File: src/rtl/systolic_seq_ctrl_if.sv
// Bundle for the sequencer: the sample handshake, the multiplier launch/busy
// pair and the PE adder strobes. master = environment side, slave = sequencer.
interface systolic_seq_ctrl_if #(
   parameter int WORDLENGTH = 16
);
   logic                  in_valid;
   logic                  in_ready;
   logic [WORDLENGTH-1:0] inputword;
   logic [2:0]            start_index;
   logic [WORDLENGTH-1:0] mult_a;
   logic [2:0]            coeff_sel;
   logic                  mult_start;
   logic                  mult_busy;
   logic                  acc_en;
   logic                  acc_clear;
   logic [2:0]            word_index;
   logic                  frame_done;
   logic                  timeout_err;

   modport master (
      output in_valid, inputword, start_index, mult_busy,
      input  in_ready, mult_a, coeff_sel, mult_start, acc_en, acc_clear,
             word_index, frame_done, timeout_err
   );

   modport slave (
      input  in_valid, inputword, start_index, mult_busy,
      output in_ready, mult_a, coeff_sel, mult_start, acc_en, acc_clear,
             word_index, frame_done, timeout_err
   );
endinterface

File: src/rtl/systolic_seq_ctrl.sv
// Sequencer for one systolic interpolation row: accepts a sample, launches the
// shared multiplier, waits on its busy flag and strobes the PE accumulator.
module systolic_seq_ctrl #(
   parameter int WORDLENGTH   = 16,
   parameter int MULT_TIMEOUT = 64
) (
   input logic               clk30x,
   input logic               reset,
   systolic_seq_ctrl_if.slave bus
);

   localparam int CNT_W = $clog2(MULT_TIMEOUT + 1);

   typedef enum logic [2:0] {
      IDLE   = 3'd0,
      LAUNCH = 3'd1,
      ARM    = 3'd2,
      RUN    = 3'd3,
      ACCUM  = 3'd4
   } state_t;

   state_t                state_r, state_s;
   logic [CNT_W-1:0]      cnt_r, cnt_s, cnt_inc_s;
   logic                  accept_s, timeout_s;
   logic [WORDLENGTH-1:0] mult_a_r;
   logic [2:0]            word_index_r, start_q_r;
   logic                  frame_start_r, timeout_err_r;
   logic                  in_ready_r, mult_start_r, acc_en_r, acc_clear_r, frame_done_r;

   // Next-state decode; the busy counter only advances while RUN sees busy.
   always_comb begin
      state_s   = state_r;
      cnt_s     = cnt_r;
      accept_s  = 1'b0;
      timeout_s = 1'b0;
      cnt_inc_s = cnt_r + CNT_W'(1);
      case (state_r)
         IDLE: begin
            if (bus.in_valid && in_ready_r) begin
               accept_s = 1'b1;
               state_s  = LAUNCH;
            end else begin
               state_s  = IDLE;
            end
         end
         LAUNCH: state_s = ARM;
         ARM: begin
            state_s = RUN;
            cnt_s   = '0;
         end
         RUN: begin
            if (!bus.mult_busy) begin
               state_s = ACCUM;
            end else if (cnt_inc_s == CNT_W'(MULT_TIMEOUT)) begin
               timeout_s = 1'b1;
               state_s   = IDLE;
               cnt_s     = cnt_inc_s;
            end else begin
               cnt_s     = cnt_inc_s;
            end
         end
         ACCUM:   state_s = IDLE;
         default: state_s = IDLE;
      endcase
   end

   // State and busy-cycle counter.
   always_ff @(posedge clk30x or negedge reset) begin
      if (!reset) begin
         state_r <= IDLE;
         cnt_r   <= '0;
      end else begin
         state_r <= state_s;
         cnt_r   <= cnt_s;
      end
   end

   // Strobes are registered from the next state so they line up with it.
   always_ff @(posedge clk30x or negedge reset) begin
      if (!reset) begin
         in_ready_r   <= 1'b1;
         mult_start_r <= 1'b0;
         acc_en_r     <= 1'b0;
         acc_clear_r  <= 1'b0;
         frame_done_r <= 1'b0;
      end else begin
         in_ready_r   <= (state_s == IDLE);
         mult_start_r <= (state_s == LAUNCH);
         acc_en_r     <= (state_s == ACCUM);
         acc_clear_r  <= (state_s == ACCUM) && (word_index_r == start_q_r);
         frame_done_r <= (state_s == ACCUM) && (word_index_r == start_q_r + 3'd7);
      end
   end

   // Sample latch, tap position and frame bookkeeping.
   always_ff @(posedge clk30x or negedge reset) begin
      if (!reset) begin
         mult_a_r      <= '0;
         word_index_r  <= 3'd0;
         start_q_r     <= 3'd0;
         frame_start_r <= 1'b1;
         timeout_err_r <= 1'b0;
      end else begin
         if (timeout_s) begin
            timeout_err_r <= 1'b1;
         end
         if (accept_s) begin
            mult_a_r      <= bus.inputword;
            frame_start_r <= 1'b0;
            // A new frame restarts the tap walk at the row's start position.
            if (frame_start_r) begin
               start_q_r    <= bus.start_index;
               word_index_r <= bus.start_index;
            end
         end
         if (acc_en_r) begin
            word_index_r <= word_index_r + 3'd1;
            if (frame_done_r) begin
               frame_start_r <= 1'b1;
            end
         end
      end
   end

   assign bus.in_ready    = in_ready_r;
   assign bus.mult_a      = mult_a_r;
   assign bus.coeff_sel   = word_index_r - start_q_r;
   assign bus.mult_start  = mult_start_r;
   assign bus.acc_en      = acc_en_r;
   assign bus.acc_clear   = acc_clear_r;
   assign bus.word_index  = word_index_r;
   assign bus.frame_done  = frame_done_r;
   assign bus.timeout_err = timeout_err_r;

endmodule

File: src/flat_wrapper.sv
// flat-port wrapper written by rule: the top's interface ports become plain ports
module systolic_seq_ctrl_flat 
#(
   parameter int WORDLENGTH   = 16,
   parameter int MULT_TIMEOUT = 64
)
  (clk30x, reset, bus_in_valid, bus_inputword, bus_start_index, bus_mult_busy, bus_in_ready, bus_mult_a, bus_coeff_sel, bus_mult_start, bus_acc_en, bus_acc_clear, bus_word_index, bus_frame_done, bus_timeout_err);
  systolic_seq_ctrl_if #(.WORDLENGTH(WORDLENGTH)) bus_i ();
  input logic clk30x;
  input logic reset;
  input wire logic [$bits(bus_i.in_valid)-1:0] bus_in_valid;
  input wire logic [$bits(bus_i.inputword)-1:0] bus_inputword;
  input wire logic [$bits(bus_i.start_index)-1:0] bus_start_index;
  input wire logic [$bits(bus_i.mult_busy)-1:0] bus_mult_busy;
  output wire logic [$bits(bus_i.in_ready)-1:0] bus_in_ready;
  output wire logic [$bits(bus_i.mult_a)-1:0] bus_mult_a;
  output wire logic [$bits(bus_i.coeff_sel)-1:0] bus_coeff_sel;
  output wire logic [$bits(bus_i.mult_start)-1:0] bus_mult_start;
  output wire logic [$bits(bus_i.acc_en)-1:0] bus_acc_en;
  output wire logic [$bits(bus_i.acc_clear)-1:0] bus_acc_clear;
  output wire logic [$bits(bus_i.word_index)-1:0] bus_word_index;
  output wire logic [$bits(bus_i.frame_done)-1:0] bus_frame_done;
  output wire logic [$bits(bus_i.timeout_err)-1:0] bus_timeout_err;
  assign bus_i.in_valid = bus_in_valid;
  assign bus_i.inputword = bus_inputword;
  assign bus_i.start_index = bus_start_index;
  assign bus_i.mult_busy = bus_mult_busy;
  assign bus_in_ready = bus_i.in_ready;
  assign bus_mult_a = bus_i.mult_a;
  assign bus_coeff_sel = bus_i.coeff_sel;
  assign bus_mult_start = bus_i.mult_start;
  assign bus_acc_en = bus_i.acc_en;
  assign bus_acc_clear = bus_i.acc_clear;
  assign bus_word_index = bus_i.word_index;
  assign bus_frame_done = bus_i.frame_done;
  assign bus_timeout_err = bus_i.timeout_err;
  systolic_seq_ctrl #(.WORDLENGTH(WORDLENGTH), .MULT_TIMEOUT(MULT_TIMEOUT)) u_core (.clk30x(clk30x), .reset(reset), .bus(bus_i));
endmodule
File: config.mk
export PLATFORM = sky130hd
export DESIGN_NAME = systolic_seq_ctrl_flat
export DESIGN_NICKNAME = d
export VERILOG_FILES = /design/src/rtl/systolic_seq_ctrl_if.sv /design/src/rtl/systolic_seq_ctrl.sv /design/src/flat_wrapper.sv
export SDC_FILE = /design/constraint.sdc
export NUM_CORES = 1
export LEC_CHECK = 0
export CAP_MARGIN = 20
export CORE_UTILIZATION = 60
export DETAILED_ROUTE_END_ITERATION = 7
export DONT_BUFFER_PORTS = 1
export HOLD_SLACK_MARGIN = 0.06
export PLACE_DENSITY_LB_ADDON = 0.05
export SYNTH_ARGS = -nofsm -noshare
export SYNTH_HDL_FRONTEND = slang
export SYNTH_SLANG_ARGS = --single-unit
File: constraint.sdc
create_clock -name clk30x -period 3.3 [get_ports clk30x]
set_input_delay 0.33 -clock clk30x [delete_from_list [all_inputs] [get_ports clk30x]]
set_output_delay 0.33 -clock clk30x [all_outputs]
set_load 0.1 [all_outputs]
==> results of run 1 <==
==> cell usage in the layout (no fill, tap or decap), types with 3 or more instances in the layout <==
cell type   n
nand2_1    57
dfrtp_1    37
o21ai_0    10
inv_1       9
buf_4       6
nand2b_1    5
mux2i_1     5
ha_1        5
clkbuf_4    5
a31oi_1     4
xor2_1      3
a22o_1      3
mux2_4      3
==> flip-flops by register name (all words and copies together), names as in the netlist <==
register	count
u_core.bus.timeout_err	1
u_core.bus.in_ready	1
u_core.cnt_r	7
u_core.bus.mult_a	16
u_core.bus.mult_start	1
u_core.bus.acc_clear	1
u_core.start_q_r	3
u_core.bus.frame_done	1
u_core.bus.word_index	3
u_core.state_r	3
u_core.bus.acc_en	1
u_core.frame_start_r	1
==> synthesized netlist by cell type (all sizes together) <==
master / instances / share of area
nand2: 58 / 0.12
ha: 5 / 0.035
clkbuf: 1 / 0.0021
a22oi: 1 / 0.0041
dfrtp: 37 / 0.51
nor4b: 2 / 0.018
fa: 1 / 0.011
nand4b: 1 / 0.0048
inv: 10 / 0.021
nor4: 1 / 0.0035
and3: 2 / 0.0069
buf: 4 / 0.023
mux2i: 5 / 0.028
a22o: 3 / 0.014
or2: 1 / 0.0035
a31o: 1 / 0.0048
o31ai: 1 / 0.0041
nand4: 2 / 0.0069
mux2: 3 / 0.025
nor2: 2 / 0.0041
nor3: 2 / 0.0055
nand2b: 5 / 0.017
a21o: 1 / 0.0041
xnor2: 2 / 0.0097
dfstp: 2 / 0.029
and3b: 1 / 0.0048
xor2: 4 / 0.019
o21ai: 11 / 0.030
a31oi: 4 / 0.014
nand3: 3 / 0.015
==> through the flow <==
| stage | cell area (sq um) | hold slack [ns] |
|---|---|---|
| final | 1960 | 0.0960 |
| after global routing | 1960 | 0.0671 |
| after CTS | 1960 | 0.0837 |
| after detailed placement | 1860 | 0.0351 |
| after global placement | 1860 | 0.0351 |
| after floorplan | 1820 | 0.0344 |
==> final cells by class <==
type,count,area (sq um)
Clock inverter,1,7.51
Tap cell,31,38.8
Sequential cell,39,978
Inverter,10,37.5
Multi-Input combinational cell,122,759
Timing Repair Buffer,8,75.1
Fill cell,206,843
Clock buffer,7,65.1
==> logic make-up after synthesis <==
group	Yosys count
simple gates	80
fa+ha+maj	6
flops	39
xor+xnor	6
buf+inv	15
compound gates	22
mux	8
==> worst max-delay path by stage <==
stage                                         from          endpoint  slack [ns]  cells past startpoint
after floorplan           u_core.bus.word_index[0]  bus_coeff_sel[2]        0.36                      4
after global placement    u_core.bus.word_index[0]  bus_coeff_sel[2]        1.21                      6
after detailed placement  u_core.bus.word_index[0]  bus_coeff_sel[2]        1.18                      6
after CTS                 u_core.bus.word_index[0]  bus_coeff_sel[2]        0.79                      6
after global routing      u_core.bus.word_index[0]  bus_coeff_sel[2]        0.73                      6
final                     u_core.bus.word_index[0]  bus_coeff_sel[2]        0.82                      6
==> per-layer routing <==
metal  GRT usage  share of wire
met1       0.263           0.42
met2       0.378           0.50
met3      0.0544          0.068
met4      0.0941         0.0099
met5           0              0
==> reports/results.tsv, run 1 <==
metric	value	unit
final-hold-violation-count	0	
ant_nets	0	
worst_slew_margin_rel	0.281	
fin_nets	215	
cts_resized	0	
crit_path_start_kind	register	
yosys_warnings	0	
yosysUniqueCellTypes	36	
dp.cells	208	
dieHeight	57.0	um
grt_max_degree	40	
cp_max_fo	5	
grt_pass1_vias	1239	
r2r-end	u_core.bus.mult_a[9]	
min_path_type	primary input to register	
r2r-start	u_core.bus.in_ready	
hpwl	2240	um
synth_area	0.00181	sq mm
syn_area_per_cell	10.3	sq um
viasPerCell	5.61	
ys_seq_area_frac	0.540	
cts_hold_buf	2	
cp_slowest_cell	fa_1	
tightest_slew	1.08	ns
route.vias.total	1224	
grt_pass1_wl	5360	um
drv_slew	0	
whs_path_depth	2	
r2r_cells	5	
clkSlewWorstSetupHoldPaths	0.12	ns
rows	19	
critical_path.endpoint_type	output pin	
place_congestion	0.858	
syn-instance-count	176	
dieArea	0.00325	sq mm
fin_util	0.699	
worstHoldStart	bus_inputword[3]	
post-route-period-util	0.751	
cts-root-buf	clkbuf_4	
synth-simple-area-share	0.212	
synth.area.mux_share	0.0524	
hold_end	u_core.bus.mult_a[3]	
dp_slack	1.18	ns
synth_top_family_by_area	simple AND/OR/NAND/NOR gates	
synth_compound_area_frac	0.0759	
period_needed	2.48	ns
worstPathArrival	2.15	ns
crit_chain	buf_4 > inv_1 > ha_1 > fa_1 > xor2_2 > buf_4	
clkSinkCount	39	
drc_errors	16	
htree_levels	2	
synthAdderAreaFrac	0.0455	
routed_wl	3130	um
synth-xor-area-share	0.0290	
cts_buffers	5	
start_util	0.646	
wire_per_inst	14.4	um
diodes	0	
drtPass1Iterations	6	
boundaryPins	51	
path_common_cell	buf_4	
drt_iter0_drc	70	
setup_tns	0	ns
tritoncts	built	
synth_nets	205	
clock_latency	0.33	ns
violations	design-rule violations	
fp.dieW	57.0	um
max_stage_delay	0.41	ns
drv_cap	0	
final-setup-viol-count	0	
clock-skew-final	0.0121	ns
rsz0062_at_grt	no	
port_buffers	0	
drive_gt1_frac	0.134	
fmax	403	MHz
stdcell_count	218	
worst-path-buf-inv	3	
clockBufferDepth	2	
reg2reg_slack	1.21	ns
cts_setup_buffers	0	
ys_seq_elements	39	
setup_ws	0.822	ns
grt_usage	0.220	
globalRouteOverflowTotal	0	
cp_top_family	buffers and inverters	
required	2.97	ns
antenna_found_initial	0	
design.core.area	0.00281	sq mm
syn_to_final_growth	8.21	%
status	complete, but fails checks	
critPathKind	register to output pin	
Power of run 1 is left out: the tool's default activity adds up to more than one toggle a clock period on the data nets, which glitch-free logic cannot reach.
==> run 2: changes to the inputs <==
ABC_AREA = 1   (was unset)
clock period = 2.48 ns   (was 3.3 ns; I/O delays follow)
==> run 2 against run 1 <==
  * Sequential cell count stayed put
  * Highest routed layer unchanged
  * Cell count is 20% higher
  * Die area is 0.12% higher
  * Via count is 18% higher
  * The flow still finishes with violations (design-rule violations)
  * Register-to-register slack worse by 0.35 ns
  * Synthesized area is 0.14% higher
  * Hold slack better by 0.013 ns
  * Non-clock buffer count is 20 higher
  * Worst setup slack worse by 0.44 ns
==> reports/results.tsv, run 2 <==
metric	value	unit
synth_top_area_share	0.510	
endpoint	bus_coeff_sel[2]	
yosys-top-cells-area	dfrtp_1 (51%), nand2_1 (15%), inv_1 (3.9%), ha_1 (3.4%), nand3_1 (3.3%)	
crit_path_start_kind	register	
route.vias.total	1448	
final-hold-violation-count	0	
wire_per_inst	14.7	um
place_congestion	0.872	
hpwl	2580	um
dieArea	0.00325	sq mm
cts_buffers	5	
reg2reg_slack	0.86	ns
violations	design-rule violations	
layout_common_cells	nand2_1 (72), dfrtp_1 (35), inv_1 (19)	
cts-root-buf	clkbuf_4	
worstPathArrival	1.85	ns
grt_max_degree	40	
fp.dieW	57.0	um
globalRouteOverflowTotal	0	
netlist_top_cells_count	nand2_1 (72), dfrtp_1 (37), inv_1 (19)	
drv_cap	0	
critPathKind	register to output pin	
worst_slew_margin_rel	0.380	
clkSlewWorstSetupHoldPaths	0.11	ns
clock_latency	0.34	ns
synth_area_leader_cell	dfrtp_1	
syn_area_per_cell	9.12	sq um
design.core.area	0.00281	sq mm
syn_to_final_growth	20.9	%
rsz0062_at_grt	no	
fmax	477	MHz
routed_wl	3860	um
yosysUniqueCellTypes	30	
synthArstFlopShare	1.00	
mostFrequentLayoutCell	nand2_1	
grt_usage	0.253	
dpl_cell_area	0.00194	sq mm
r2r_cells	10	
dieHeight	57.0	um
tightest_slew	0.929	ns
clkSinkCount	39	
cts_resized	0	
grt_pass1_wl	6140	um
antenna_found_initial	0	
synth_area	0.00182	sq mm
yosys_warnings	0	
clock-skew-final	0.0102	ns
synth_nets	228	
synth_ff_type	dfrtp_1	
tritoncts	built	
cp_max_fo	2	
final-setup-viol-count	0	
fin_util	0.782	
design_area	0.00219	sq mm
drtPass1Iterations	7	
synth-edff-count	0	
ant_nets	0	
critical_path.endpoint_type	output pin	
clockBufferDepth	2	
viasPerCell	5.53	
boundaryPins	51	
ys_seq_area_frac	0.539	
diodes	0	
drive_gt1_frac	0.186	
rows	19	
ys_seq_elements	39	
critPathLaunch	u_core.bus.word_index[0]	
post-route-period-util	0.845	
timing.hold.ws	0.109	ns
cts_hold_buf	19	
cts_setup_buffers	0	
required	2.23	ns
htree_levels	2	
r2r-end	u_core.bus.in_ready	
r2r-start	u_core.cnt_r[0]	
synth.most_common_cell	nand2_1	
status	complete, but fails checks	
drt_iter0_drc	49	
period_needed	2.10	ns
start_util	0.647	
fin_nets	259	
largest_register_ffs	16	
syn-instance-count	199	
setup_tns	0	ns
drv_slew	0	
drc_errors	6	
grt_pass1_vias	1460	
min_path_type	primary input to register	
port_buffers	0	
==> run 2: worst min path at each step <==
stage | cells after the start | end | from | slack (ns)
floorplan | 0 | u_core.bus.acc_clear | reset | -0.05
global placement | 0 | u_core.cnt_r[3] | reset | -0.05
detailed placement | 0 | u_core.cnt_r[5] | reset | -0.05
CTS | 2 | u_core.start_q_r[1] | bus_start_index[1] | 0.09
global route | 2 | u_core.start_q_r[1] | bus_start_index[1] | 0.10
finish | 2 | u_core.start_q_r[1] | bus_start_index[1] | 0.11
==> run 2: metrics by stage <==
step / setup WS, ns / cells
floorplan: 0.150 / 199
global placement: 0.793 / 235
detailed placement: 0.758 / 235
CTS: 0.381 / 262
global route: 0.323 / 262
finish: 0.385 / 262
==> run 2: logic make-up after synthesis <==
family	after synthesis	synth area share
AO/OA/AOI/OAI	17	0.0606
XOR/XNOR	6	0.0289
adder cells (fa/ha/maj)	6	0.0455
buffers and inverters	27	0.0634
flip-flops	39	0.539
AND/OR/NAND/NOR	104	0.263
==> run 2: cell type report <==
class	count	area, sq um
clock inverter	2	12.5
fill	193	611
sequential	39	981
timing repair buffer	28	293
multi-input combinational	133	741
tap	31	38.8
clock buffer	6	41.3
inverter	23	87.6
==> run 2: critical path, stage by stage (launching register included) <==
cell and delay, ns:
dfrtp_2 0.38, inv_1 0.05, ha_1 0.21, fa_1 0.46, xor2_4 0.22, buf_12 0.20
==> run 2: routing by layer <==
metal | vias up | track usage | share of wire
met2 | 46 | 0.497 | 0.56
met3 | 5 | 0.0590 | 0.047
met1 | 712 | 0.257 | 0.38
met5 | - | 0 | 0
met4 | 0 | 0.0906 | 0.0099
li1 | 685 | - | -
Power of run 2 is left out for the same reason.
==> run 3: changes to the inputs <==
CORE_UTILIZATION = 55   (was 60)
clock period = 1.9 ns   (was 2.48 ns; I/O delays follow)
==> run 3 against run 2 <==
  * The flow finishes with violations (negative setup slack)
  * Global-route usage about the same
  * Critical path depth unchanged
  * Routed wire length grew 3.6%
  * Critical path type unchanged
  * Largest cell class unchanged
  * Highest routed layer unchanged
==> reports/results.tsv, run 3 (synthesis gave the netlist of run 2 again) <==
metric	value	unit
status	complete, but fails checks	
violations	negative setup slack	
dpl_cell_area	0.00213	sq mm
tightest_slew	0.379	ns
rows	20	
routed_wl	4000	um
final-hold-violation-count	0	
place_congestion	0.815	
r2r_cells	10	
worstPathArrival	1.77	ns
tritoncts	built	
fin_nets	282	
crit_path_start_kind	register	
start_util	0.585	
rsz0062_at_grt	yes	
viasPerCell	4.97	
dieArea	0.00353	sq mm
reg2reg_slack	0.32	ns
route.vias.total	1480	
period_needed	1.96	ns
design.core.area	0.00310	sq mm
mostFrequentLayoutCell	nand2_1	
critical_path.endpoint_type	output pin	
clockBufferDepth	2	
cp_max_fo	2	
grt_pass1_wl	6410	um
hold_end	u_core.bus.acc_en	
whs_path_depth	3	
critPathLaunch	u_core.bus.word_index[0]	
drt_iter0_drc	76	
worstHoldStart	bus_mult_busy	
grt_max_degree	40	
drc_errors	0	
diodes	0	
htree_levels	2	
clkSlewWorstSetupHoldPaths	0.12	ns
dieHeight	59.5	um
final-setup-viol-count	1	
worst_slew_margin_rel	0.746	
r2r-start	u_core.cnt_r[0]	
largest_register_ffs	16	
antenna_found_initial	0	
ant_nets	0	
wire_per_inst	13.4	um
grt_pass1_vias	1535	
fp.dieW	59.5	um
grt_usage	0.253	
boundaryPins	51	
cts_buffers	5	
syn_to_final_growth	33.5	%
drive_gt1_frac	0.276	
fmax	511	MHz
drtPass1Iterations	5	
r2r-end	u_core.bus.in_ready	
fillers	214	
setup_ws	-0.0553	ns
port_buffers	0	
design_area	0.00242	sq mm
clock-skew-final	0.00696	ns
globalRouteOverflowTotal	0	
drv_cap	0	
required	1.71	ns
clkSinkCount	39	
dp_slack	0.296	ns
clock_latency	0.33	ns
min_path_type	primary input to register	
critPathKind	register to output pin	
hpwl	2590	um
cts-root-buf	clkbuf_4	
layout_common_cells	nand2_1 (72), dfrtp_1 (34), buf_4 (28)	
drv_slew	0	
fin_util	0.781	
post-route-period-util	1.03	
[run 3: worst max-delay path, stage by stage (launching register included)]
cell and delay [ns]:
dfrtp_4 0.45, inv_4 0.04, ha_4 0.14, fa_2 0.54, clkinvlp_4 0.09, buf_12 0.17
[run 3: worst max path at each step]
stage,slack [ns],cells past startpoint,endpoint
detailed placement,0.30,5,bus_coeff_sel[1]
global placement,0.31,5,bus_coeff_sel[1]
finish,-0.06,5,bus_coeff_sel[1]
global route,-0.12,5,bus_coeff_sel[1]
floorplan,-0.11,4,bus_coeff_sel[2]
CTS,-0.07,5,bus_coeff_sel[1]
[run 3: final cells by class]
| type | instances | area, sq um | share of cell area |
|---|---|---|---|
| inverters | 23 | 93.8 | 0.0387 |
| multi-input cells | 133 | 763 | 0.315 |
| flip-flops and latches | 39 | 987 | 0.407 |
| clock inverters | 2 | 12.5 | 0.00516 |
| well taps | 44 | 55.1 | 0.0227 |
| clock buffers | 6 | 41.3 | 0.0170 |
| repair buffers | 51 | 470 | 0.194 |
[run 3: what timing repair did]
action | in CTS | in global routing
setup endpoints to repair | 2 | 2
endpoints found under the hold margin | 60 | 0
setup buffers | 1 | 0
cloned | 0 | 0
pin swaps | 1 | 0
hold buffers | 21 | 0
gates resized for setup | 0 | 1
[run 3: through the flow]
step | hold WS, ns | TNS (ns) | instances
after floorplan | -0.106 | -0.186 | 199
after global placement | -0.105 | 0 | 268
after detailed placement | -0.105 | 0 | 268
after CTS | 0.0835 | -0.0708 | 298
after global routing | 0.0892 | -0.167 | 298
final | 0.0914 | -0.0553 | 298
[run 3: metal layers]
| layer | vias up | part of all wire | wire length, um | GRT usage |
|---|---|---|---|---|
| li1 | 727 | - | - | - |
| met1 | 703 | 0.40 | 1600 | 0.275 |
| met2 | 48 | 0.55 | 2180 | 0.467 |
| met3 | 2 | 0.049 | 194 | 0.0786 |
| met4 | 0 | 0.0048 | 19 | 0.0748 |
| met5 | - | 0 | 0 | 0 |
Power of run 3 is left out for the same reason.
